## src/rtl/alu_exec_unit_if.sv

```systemverilog
// Issue/result bus between the ALU reservation station, the ALU execution unit
// and the CDB arbiter.
interface alu_exec_unit_if #(
    parameter int unsigned XLEN  = 32,
    parameter int unsigned TAG_W = 4
);
    logic             in_valid;
    logic             in_ready;
    logic [3:0]       in_op;
    logic [XLEN-1:0]  in_op1;
    logic [XLEN-1:0]  in_op2;
    logic [TAG_W-1:0] in_tag;
    logic             out_valid;
    logic             out_ready;
    logic [XLEN-1:0]  out_result;
    logic [TAG_W-1:0] out_tag;

    // Reservation station / CDB side
    modport master (
        output in_valid, in_op, in_op1, in_op2, in_tag, out_ready,
        input  in_ready, out_valid, out_result, out_tag
    );

    // Execution unit side
    modport slave (
        input  in_valid, in_op, in_op1, in_op2, in_tag, out_ready,
        output in_ready, out_valid, out_result, out_tag
    );
endinterface

```

## src/rtl/alu_exec_unit.sv

```systemverilog
// Registered ALU execution unit: single-cycle integer ops plus an iterative
// shift-add multiplier, with a one-entry output register drained by the CDB.
module alu_exec_unit #(
    parameter int unsigned XLEN  = 32,
    parameter int unsigned TAG_W = 4
) (
    input  logic          clk_in,
    input  logic          rst_in,
    input  logic          rdy_in,
    input  logic          flush_in,
    alu_exec_unit_if.slave bus
);

    localparam int unsigned SHAMT_W = $clog2(XLEN);
    localparam logic [SHAMT_W-1:0] CNT_LAST = SHAMT_W'(XLEN - 1);

    typedef enum logic [3:0] {
        OP_ADD  = 4'h0,
        OP_SUB  = 4'h1,
        OP_AND  = 4'h2,
        OP_OR   = 4'h3,
        OP_XOR  = 4'h4,
        OP_SLL  = 4'h5,
        OP_SRL  = 4'h6,
        OP_SRA  = 4'h7,
        OP_SLT  = 4'h8,
        OP_SLTU = 4'h9,
        OP_SEQ  = 4'hA,
        OP_SNE  = 4'hB,
        OP_SGE  = 4'hC,
        OP_SGEU = 4'hD,
        OP_MUL  = 4'hE,
        OP_RSVD = 4'hF
    } op_e;

    typedef enum logic {
        ST_IDLE     = 1'b0,
        ST_MUL_BUSY = 1'b1
    } state_e;

    state_e             state, state_nxt;
    logic [SHAMT_W-1:0] cnt, cnt_nxt;
    logic [XLEN-1:0]    mcand, mcand_nxt;
    logic [XLEN-1:0]    mplier, mplier_nxt;
    logic [XLEN-1:0]    acc, acc_nxt;
    logic [TAG_W-1:0]   mul_tag, mul_tag_nxt;
    logic               out_valid_q, out_valid_nxt;
    logic [XLEN-1:0]    out_result_q, out_result_nxt;
    logic [TAG_W-1:0]   out_tag_q, out_tag_nxt;

    logic               in_ready_c;
    logic               accept_c;
    logic               xfer_c;
    op_e                op_c;
    logic [SHAMT_W-1:0] shamt_c;
    logic               lt_s_c;
    logic               lt_u_c;
    logic               eq_c;
    logic [XLEN-1:0]    alu_c;
    logic [XLEN-1:0]    mul_addend_c;
    logic [XLEN-1:0]    mul_sum_c;

    // Handshake qualifiers; in_ready only opens when the output slot is free or draining
    assign in_ready_c = rst_in && rdy_in && !flush_in && (state == ST_IDLE)
                        && (!out_valid_q || bus.out_ready);
    assign accept_c   = bus.in_valid && in_ready_c;
    assign xfer_c     = out_valid_q && bus.out_ready && rdy_in;

    assign bus.in_ready   = in_ready_c;
    assign bus.out_valid  = out_valid_q;
    assign bus.out_result = out_result_q;
    assign bus.out_tag    = out_tag_q;

    assign op_c    = op_e'(bus.in_op);
    assign shamt_c = bus.in_op2[SHAMT_W-1:0];
    assign lt_s_c  = $signed(bus.in_op1) < $signed(bus.in_op2);
    assign lt_u_c  = bus.in_op1 < bus.in_op2;
    assign eq_c    = bus.in_op1 == bus.in_op2;

    // Multiplier step: add the shifted multiplicand when the current multiplier bit is set
    assign mul_addend_c = mplier[0] ? mcand : '0;
    assign mul_sum_c    = acc + mul_addend_c;

    // Single-cycle result for every non-MUL opcode; compares zero-extend a single bit
    always_comb begin
        alu_c = '0;
        case (op_c)
            OP_ADD:  alu_c = bus.in_op1 + bus.in_op2;
            OP_SUB:  alu_c = bus.in_op1 - bus.in_op2;
            OP_AND:  alu_c = bus.in_op1 & bus.in_op2;
            OP_OR:   alu_c = bus.in_op1 | bus.in_op2;
            OP_XOR:  alu_c = bus.in_op1 ^ bus.in_op2;
            OP_SLL:  alu_c = bus.in_op1 << shamt_c;
            OP_SRL:  alu_c = bus.in_op1 >> shamt_c;
            OP_SRA:  alu_c = $unsigned($signed(bus.in_op1) >>> shamt_c);
            OP_SLT:  alu_c = XLEN'(lt_s_c);
            OP_SLTU: alu_c = XLEN'(lt_u_c);
            OP_SEQ:  alu_c = XLEN'(eq_c);
            OP_SNE:  alu_c = XLEN'(!eq_c);
            OP_SGE:  alu_c = XLEN'(!lt_s_c);
            OP_SGEU: alu_c = XLEN'(!lt_u_c);
            default: alu_c = '0;
        endcase
    end

    // Next-state and datapath update: flush beats freeze, freeze beats normal operation
    always_comb begin
        state_nxt      = state;
        cnt_nxt        = cnt;
        mcand_nxt      = mcand;
        mplier_nxt     = mplier;
        acc_nxt        = acc;
        mul_tag_nxt    = mul_tag;
        out_valid_nxt  = out_valid_q;
        out_result_nxt = out_result_q;
        out_tag_nxt    = out_tag_q;

        if (flush_in) begin
            state_nxt     = ST_IDLE;
            cnt_nxt       = '0;
            out_valid_nxt = 1'b0;
        end else if (rdy_in) begin
            if (xfer_c) begin
                out_valid_nxt = 1'b0;
            end
            case (state)
                ST_IDLE: begin
                    if (accept_c) begin
                        if (op_c == OP_MUL) begin
                            state_nxt   = ST_MUL_BUSY;
                            cnt_nxt     = '0;
                            mcand_nxt   = bus.in_op1;
                            mplier_nxt  = bus.in_op2;
                            acc_nxt     = '0;
                            mul_tag_nxt = bus.in_tag;
                        end else begin
                            out_result_nxt = alu_c;
                            out_tag_nxt    = bus.in_tag;
                            out_valid_nxt  = 1'b1;
                        end
                    end
                end
                ST_MUL_BUSY: begin
                    acc_nxt    = mul_sum_c;
                    mcand_nxt  = mcand << 1;
                    mplier_nxt = mplier >> 1;
                    cnt_nxt    = cnt + SHAMT_W'(1);
                    if (cnt == CNT_LAST) begin
                        state_nxt      = ST_IDLE;
                        cnt_nxt        = '0;
                        out_result_nxt = mul_sum_c;
                        out_tag_nxt    = mul_tag;
                        out_valid_nxt  = 1'b1;
                    end
                end
                default: state_nxt = ST_IDLE;
            endcase
        end
    end

    // State and datapath registers with synchronous active-low reset
    always_ff @(posedge clk_in) begin
        if (!rst_in) begin
            state        <= ST_IDLE;
            cnt          <= '0;
            mcand        <= '0;
            mplier       <= '0;
            acc          <= '0;
            mul_tag      <= '0;
            out_valid_q  <= 1'b0;
            out_result_q <= '0;
            out_tag_q    <= '0;
        end else begin
            state        <= state_nxt;
            cnt          <= cnt_nxt;
            mcand        <= mcand_nxt;
            mplier       <= mplier_nxt;
            acc          <= acc_nxt;
            mul_tag      <= mul_tag_nxt;
            out_valid_q  <= out_valid_nxt;
            out_result_q <= out_result_nxt;
            out_tag_q    <= out_tag_nxt;
        end
    end

endmodule

```

## src/flat_wrapper.sv

```systemverilog
// flat-port wrapper written by rule: the top's interface ports become plain ports
module alu_exec_unit_flat 
#(
    parameter int unsigned XLEN  = 32,
    parameter int unsigned TAG_W = 4
)
  (clk_in, rst_in, rdy_in, flush_in, bus_in_valid, bus_in_op, bus_in_op1, bus_in_op2, bus_in_tag, bus_out_ready, bus_in_ready, bus_out_valid, bus_out_result, bus_out_tag);
  alu_exec_unit_if #(.XLEN(XLEN), .TAG_W(TAG_W)) bus_i ();
  input  logic clk_in;
  input  logic rst_in;
  input  logic rdy_in;
  input  logic flush_in;
  input wire logic [$bits(bus_i.in_valid)-1:0] bus_in_valid;
  input wire logic [$bits(bus_i.in_op)-1:0] bus_in_op;
  input wire logic [$bits(bus_i.in_op1)-1:0] bus_in_op1;
  input wire logic [$bits(bus_i.in_op2)-1:0] bus_in_op2;
  input wire logic [$bits(bus_i.in_tag)-1:0] bus_in_tag;
  input wire logic [$bits(bus_i.out_ready)-1:0] bus_out_ready;
  output wire logic [$bits(bus_i.in_ready)-1:0] bus_in_ready;
  output wire logic [$bits(bus_i.out_valid)-1:0] bus_out_valid;
  output wire logic [$bits(bus_i.out_result)-1:0] bus_out_result;
  output wire logic [$bits(bus_i.out_tag)-1:0] bus_out_tag;
  assign bus_i.in_valid = bus_in_valid;
  assign bus_i.in_op = bus_in_op;
  assign bus_i.in_op1 = bus_in_op1;
  assign bus_i.in_op2 = bus_in_op2;
  assign bus_i.in_tag = bus_in_tag;
  assign bus_i.out_ready = bus_out_ready;
  assign bus_in_ready = bus_i.in_ready;
  assign bus_out_valid = bus_i.out_valid;
  assign bus_out_result = bus_i.out_result;
  assign bus_out_tag = bus_i.out_tag;
  alu_exec_unit #(.XLEN(XLEN), .TAG_W(TAG_W)) u_core (.clk_in(clk_in), .rst_in(rst_in), .rdy_in(rdy_in), .flush_in(flush_in), .bus(bus_i));
endmodule
```

## config.mk

```make
export PLATFORM = sky130hd
export DESIGN_NAME = alu_exec_unit_flat
export DESIGN_NICKNAME = d
export VERILOG_FILES = /design/src/rtl/alu_exec_unit_if.sv /design/src/rtl/alu_exec_unit.sv /design/src/flat_wrapper.sv
export SDC_FILE = /design/constraint.sdc
export NUM_CORES = 1
export LEC_CHECK = 0
export CAP_MARGIN = 15
export CORE_MARGIN = 5
export CORE_UTILIZATION = 40
export CTS_CLUSTER_SIZE = 40
export DETAILED_ROUTE_END_ITERATION = 8
export GPL_TIMING_DRIVEN = 0
export MAX_ROUTING_LAYER = met4
export PLACE_DENSITY_LB_ADDON = 0.25
export SLEW_MARGIN = 10
export SYNTH_ARGS = -nofsm -noshare
export SYNTH_HDL_FRONTEND = slang
export SYNTH_SLANG_ARGS = --single-unit
```

## constraint.sdc

```tcl
create_clock -name clk_in -period 4.7 [get_ports clk_in]
set_input_delay 0.94 -clock clk_in [delete_from_list [all_inputs] [get_ports clk_in]]
set_output_delay 0.94 -clock clk_in [all_outputs]
set_load 0.1 [all_outputs]
```

# --- Yosys cells after proc, flatten, opt, wreduce, memory -nomap -nowiden ---
# Index checks and enable logic that the tools add are counted.
op_classes:
  n_lt_le_gt_ge: 2
  addsub: 4
  n_bitwise: 6
  n_reduce_logical: 19
  mux: 32
  shift: 3
  n_eq_ne: 20
ops:
  columns: ["operator", "count"]
  rows:
  - ["$pmux W32 S14", 1]
  - ["$mux W32", 10]
  - ["$pmux W32 S2", 4]
  - ["$add A32 B32 Y32", 2]
  - ["$lt A32 B32 Y1", 2]
  - ["$and A32 B32 Y32", 1]
  - ["$eq A32 B32 Y1", 1]
  - ["$or A32 B32 Y32", 1]
  - ["$shl A32 B5 Y32", 1]
  - ["$shr A32 B5 Y32", 1]
  - ["$sshr A32 B5 Y32", 1]
  - ["$sub A32 B32 Y32", 1]
  - ["$xor A32 B32 Y32", 1]
  - ["$eq A4 B4 Y1 const B", 7]
  - ["$eq A4 B3 Y1 const B", 4]
  - ["$mux W5", 3]
  - ["$mux W4", 3]
  - ["$pmux W5 S2", 1]
  - ["$reduce_and A5 Y1", 2]
  - ["$eq A4 B2 Y1 const B", 2]
  - ["$pmux W4 S2", 1]
  - ["$logic_and A1 B1 Y1", 7]
  - ["$mux W1", 7]
  - ["$ne A2 B2 Y1 const B", 3]
  - ["other kinds (12)", 19]
totals:
  reg_bits: 143
  word_cells: 95
  output_inout_bits: 38

# --- Logic depth before layout (Yosys ltp) ---
logic_depth:
  word_depth: 7
  depth_mapped: 16

# --- Worst setup path before layout ---
# OpenSTA, ideal clock, no wires.
synth_path:
  kind: "input-to-reg"
  start: "input port bus_in_op2[2]"
  end: "register u_core.out_result_q[29] (netlist: u_core.bus.out_result[29])"
  setup_ns: 0.122
  arrival_time_ns: 4.136
  n_path_buf: 4
  slack_ns: 0.442
  path_stages: 15
  t_required_ns: 4.578
  cell_sequence: "inv_1 -> buf_2 -> buf_1 -> clkbuf_1 -> ha_1 -> buf_2 -> nor4_1 -> a211oi_2 -> a311oi_2 -> o21ai_2 -> a21o_1 -> a211oi_2 -> o41ai_1 -> and2_1 -> a311o_1"
synth_via:
  elab_chain_cells: 5
  elab_cells_between_ends: 9
  classes_between: "add/sub (2); shift (3); mux (4)"
synth_lines:
  columns: ["element", "line", "rtl"]
  rows:
  - ["start: declaration", "flat_wrapper.sv:16", "input wire logic [$bits(bus_i.in_op2)-1:0] bus_in_op2;"]
  - ["$sub A32 B32 Y32, or another cell as far along", "alu_exec_unit.sv:89", "OP_SUB: alu_c = bus.in_op1 - bus.in_op2;"]
  - ["$pmux W32 S14 *", "alu_exec_unit.sv:87", "case (op_c)"]
  - ["$mux W32 *", "alu_exec_unit.sv:129", "if (op_c == OP_MUL) begin"]
  - ["$mux W32 *", "alu_exec_unit.sv:128", "if (accept_c) begin"]
  - ["$pmux W32 S2 *", "alu_exec_unit.sv:126", "case (state)"]
  - ["end signal: assignment", "alu_exec_unit.sv:181", "out_result_q <= out_result_nxt;"]
  - ["end: declaration", "alu_exec_unit.sv:48", "logic [XLEN-1:0] out_result_q, out_result_nxt;"]
# Mark *: on every way between the ends. The rest lies on a longest branch, timed or not. The select of a mux whose other input is x is not followed.
# A chain may end at the register's enable or synchronous reset.

# --- Worst setup path in the final report ---
layout_path:
  start: "input port bus_in_op1[3]"
  end: "register u_core.out_result_q[21] (netlist: u_core.bus.out_result[21])"
layout_via:
  elab_chain_cells: 5
  elab_cells_between_ends: 9
  classes_between: "add/sub (2); shift (3); mux (4)"
layout_lines:
  columns: ["element", "line", "rtl"]
  rows:
  - ["start: declaration", "flat_wrapper.sv:15", "input wire logic [$bits(bus_i.in_op1)-1:0] bus_in_op1;"]
  - ["$sub A32 B32 Y32, or another cell as far along", "alu_exec_unit.sv:89", null]
  - ["$pmux W32 S14 *", "alu_exec_unit.sv:87", null]
  - ["$mux W32 *", "alu_exec_unit.sv:129", null]
  - ["$mux W32 *", "alu_exec_unit.sv:128", null]
  - ["$pmux W32 S2 *", "alu_exec_unit.sv:126", null]
# Marked as above.

==> impl_results.md <==
* Outcome: finished, violations left
* Failing checks: negative setup slack
* IO buf count at roughly 110
* Share of cells above drive strength 1 at 0.0938
* Placed cell areas at ~19,000 um2
* Core area at around 42,000 um2
* Combinational Power Share at 0.359
* P_int at around 2.6 mW
* Peak fanout along the critical path at 10
* # IOs at approximately 120
* Startpoint types: input pin
* Worst-Skew Late Latency at around 0.44 ns
* Drt drc at 0
* Clock skew after layout at between 0.009 and 0.01 ns
* Fin. Hold Viols at 0
* CTS root buf: clkbuf_16
* Register area share after synthesis at 0.170
* Yosys cell types at between 100 and 150
* RD Place Congestion at 1.04
* CP Capture Type: flop
* Prevailing post-synth register cell: dfxtp_1
* Worst-margin pin slew at 1.10 ns
* Total GRT Usage at 0.391
* Reg power frac at 0.293
* Slew Limit Headroom at 0.259
* Hold_ws at ~0.46 ns
* Worst path bufs/invs at 3
* First-pass GRT wire length at around 130,000 um
* PwrDens at roughly 210 nW/um2
* RSZ-0062 raised after global routing: yes
* Post-synth EDFFs at 0
* Final worst path period share at 1.02
* Via count at 19,500
* Drt via density at around 6.7
* Final Util at 0.466
* CTS tree: built
* CP Class: in2reg
* Num CTS Buffers at 17
* Max-cap violations at 0
* Critical path's slowest cell: clkdlybuf4s50_1
* Die H at about 220 um
* Vias in the first global route at ~19,000
* Worst hold path type: reg2reg
* Synth async-reset ratio at 0
* Net Sw Frac at 0.377
* Total power at about 4.2 mW
* Count of pins over their slew limit at 0
* Crit-path cells: clkdlybuf4s50_1 > inv_1 > ha_1 > buf_2 > o211ai_1 > o21ai_2 > o21ai_1 > and2_2 > o21a_1 > a21oi_1 > mux2i_1 > and3_1 > o31ai_2 > a21oi_1
* Antenna violations before repair at 1
* DP HPWL at 74,800 um
* Syn nets at around 2,400
* Worst Slack Setup Final at -0.109 ns
* VDD IR max at about 0.22 mV
* Violation count after the first detailed-route iteration at approximately 2,500
* CTS sink cnt at approximately 140
* Rows at 75
* Grt total ovfl at 0
* H-tree depth at 4
* #FFs+latches synth at 143
* Design Area, Final at around 19,000 um2
* CP required at 5.02 ns
* Crit path top cell by count: a21oi_1
* Avg WL per Cell at around 32 um
* Largest net degree at the start of global routing at 17
* Leak at around 8.4 nW
* Nets at roughly 2,600
* Sw Pwr at about 1.6 mW
* Starting Density at 0.403
* CP Data Arrival Time at 5.12 ns
* Final WL at a little over 90,000 um
* Delay-heaviest family, CP: compound AO/OA/AOI/OAI gates
* Clock tree buffer depth at 2
* Hold_buf cts at 0
* Synth Area per Inst at about 7.6 um2
* Setup violators final at 5
* Die Area at 46,300 um2
* Post-Synthesis Cell Area at roughly 17,000 um2
* Largest stage delay, worst path at roughly 0.90 ns
* Clock share of power at 0.348
* Fin crit period at roughly 4.8 ns
* DR pass1 iterations at 6
* Fmax at just over 200 MHz
* Die X at around 220 um
* Ys Warns at 0
* Layout area overhead at 15.7%
* Clock transition at path regs at ~0.06 ns
* Number of routed nets with antenna violations at 0
* Synthesized instance count at approximately 2,200
-- power by group through the flow --
stage / Clock, mW / Sequential (mW) / Combinational [mW]
6_report: 1.45 / 1.22 / 1.49
5_1_grt: 1.50 / 1.22 / 1.55
4_1_cts: 1.44 / 1.22 / 1.42
3_5_place_dp: 0 / 1.25 / 1.41
3_3_place_gp: 0 / 1.25 / 1.42
2_1_floorplan: 0 / 1.27 / 0.797
-- final timing paths --
check	start	endpoint	slack, ns	cells past startpoint
max	bus_in_op1[3]	u_core.bus.out_result[21]$_SDFFE_PN0P_	-0.11	14
min	u_core.acc[6]$_SDFFE_PN0P_	u_core.acc[6]$_SDFFE_PN0P_	0.46	2
max reg2reg	u_core.mplier[0]$_SDFFE_PN0P_	u_core.bus.out_result[29]$_SDFFE_PN0P_	0.27	13
min reg2reg	u_core.acc[6]$_SDFFE_PN0P_	u_core.acc[6]$_SDFFE_PN0P_	0.46	2
-- synthesized netlist by cell type, drive strengths merged, types with 12 or more instances --
master,number,area (um2)
and2,47,297
or3,14,92.6
a21boi,21,158
o21bai,21,158
a31oi,28,175
o22ai,13,81.3
nand3,42,210
nand2b,20,125
o31ai,15,113
nor3,48,252
xor2,12,105
buf,75,433
and3,14,87.6
o211ai,90,676
dfxtp,143,2860
o211a,67,671
o21a,12,90.1
nor2,198,761
o2111ai,15,131
nand4,13,81.3
mux4,33,743
o21ai,135,694
a21o,36,270
xnor2,39,342
a21oi,178,902
mux2i,63,631
a22oi,21,158
inv,104,390
mux2,27,308
ha,137,1710
a221oi,22,199
a211oi,29,238
clkbuf,96,360
nor2b,24,150
nand2,234,886
-- cells by family (layout without fill, tap and decap cells) --
| kind of cell | Yosys count | in the layout | share of synthesized area |
|---|---|---|---|
| buffers and inverters | 276 | 427 | 0.0706 |
| flip-flops | 143 | 143 | 0.170 |
| XOR/XNOR | 51 | 51 | 0.0266 |
| AND/OR/NAND/NOR | 697 | 697 | 0.195 |
| adder cells (fa/ha/maj) | 140 | 140 | 0.105 |
| multiplexers | 123 | 123 | 0.100 |
| AO/OA/AOI/OAI | 796 | 796 | 0.333 |
| other | 0 | 2 | 0 |
-- worst register-to-register path, cell delays in order, from the launching register on --
cell and delay (ns):
dfxtp_1 0.50, clkbuf_1 0.34, and2_1 0.23, ha_1 0.20, a211oi_1 0.07, o31ai_1 0.71
o2111ai_1 0.40, nand2_1 0.14, a31oi_1 0.17, o21ai_0 0.65, nand3_1 0.20, o21ai_1 0.18
xor2_1 0.14, a311o_1 0.37
-- area by class of cell --
cell class / instances / area, um2
Buffer: 171 / 835
Clock buffer: 22 / 454
Antenna cell: 2 / 5.00
Timing Repair Buffer: 119 / 1180
Multi-Input combinational cell: 1807 / 12900
Sequential cell: 143 / 2860
Tap cell: 539 / 674
Fill cell: 4229 / 22300
Inverter: 105 / 398
Clock inverter: 10 / 161
-- registers in the layout, summed over array words and instances, names as in the netlist --
| name | count |
|---|---|
| u_core.bus.out_tag | 4 |
| u_core.mplier | 32 |
| u_core.acc | 32 |
| u_core.mcand | 32 |
| u_core.bus.out_valid | 1 |
| u_core.mul_tag | 4 |
| u_core.state | 1 |
| u_core.bus.out_result | 32 |
| u_core.cnt | 5 |
-- routing by layer --
metal	vias up	wire [um]	GRT usage
met4	0	6860	0.240
li1	8532	-	-
met3	295	7170	0.0480
met1	9485	35400	0.460
met2	1146	43000	0.638
met5	-	0	-
-- placed cells by master, fill, tap and decap left out, drive strengths merged, types with 15 or more instances in the layout --
| master | n |
|---|---|
| xnor2 | 39 |
| mux2i | 63 |
| a31oi | 28 |
| a22oi | 21 |
| o21ai | 135 |
| o211ai | 90 |
| nor2b | 24 |
| a221oi | 22 |
| nand2b | 20 |
| inv | 103 |
| o211a | 67 |
| a211oi | 29 |
| and2 | 47 |
| o21bai | 21 |
| a21oi | 178 |
| clkdlybuf4s50 | 106 |
| mux2 | 27 |
| dfxtp | 143 |
| mux4 | 33 |
| a21o | 36 |
| o31ai | 15 |
| buf | 78 |
| ha | 137 |
| o2111ai | 15 |
| nand2 | 234 |
| nor3 | 48 |
| a21boi | 21 |
| nor2 | 198 |
| nand3 | 42 |
| clkbuf | 123 |
-- through the flow --
stage               setup TNS, ns  setup slack [ns]  instances
floorplan                       0             0.442       2226
global placement           -45.91             -2.00       2878
detailed placement         -44.81             -1.94       2881
CTS                             0            0.0129       2913
global route               -0.180           -0.0749       2917
finish                     -0.223            -0.109       2918
-- repair_timing --
action | CTS | global route
setup buffers | 0 | 3
pin swaps | 0 | 1
endpoints found under the setup margin | 32 | 20
resized for setup | 38 | 28
No activity file was read; power rests on OpenSTA's default activity.
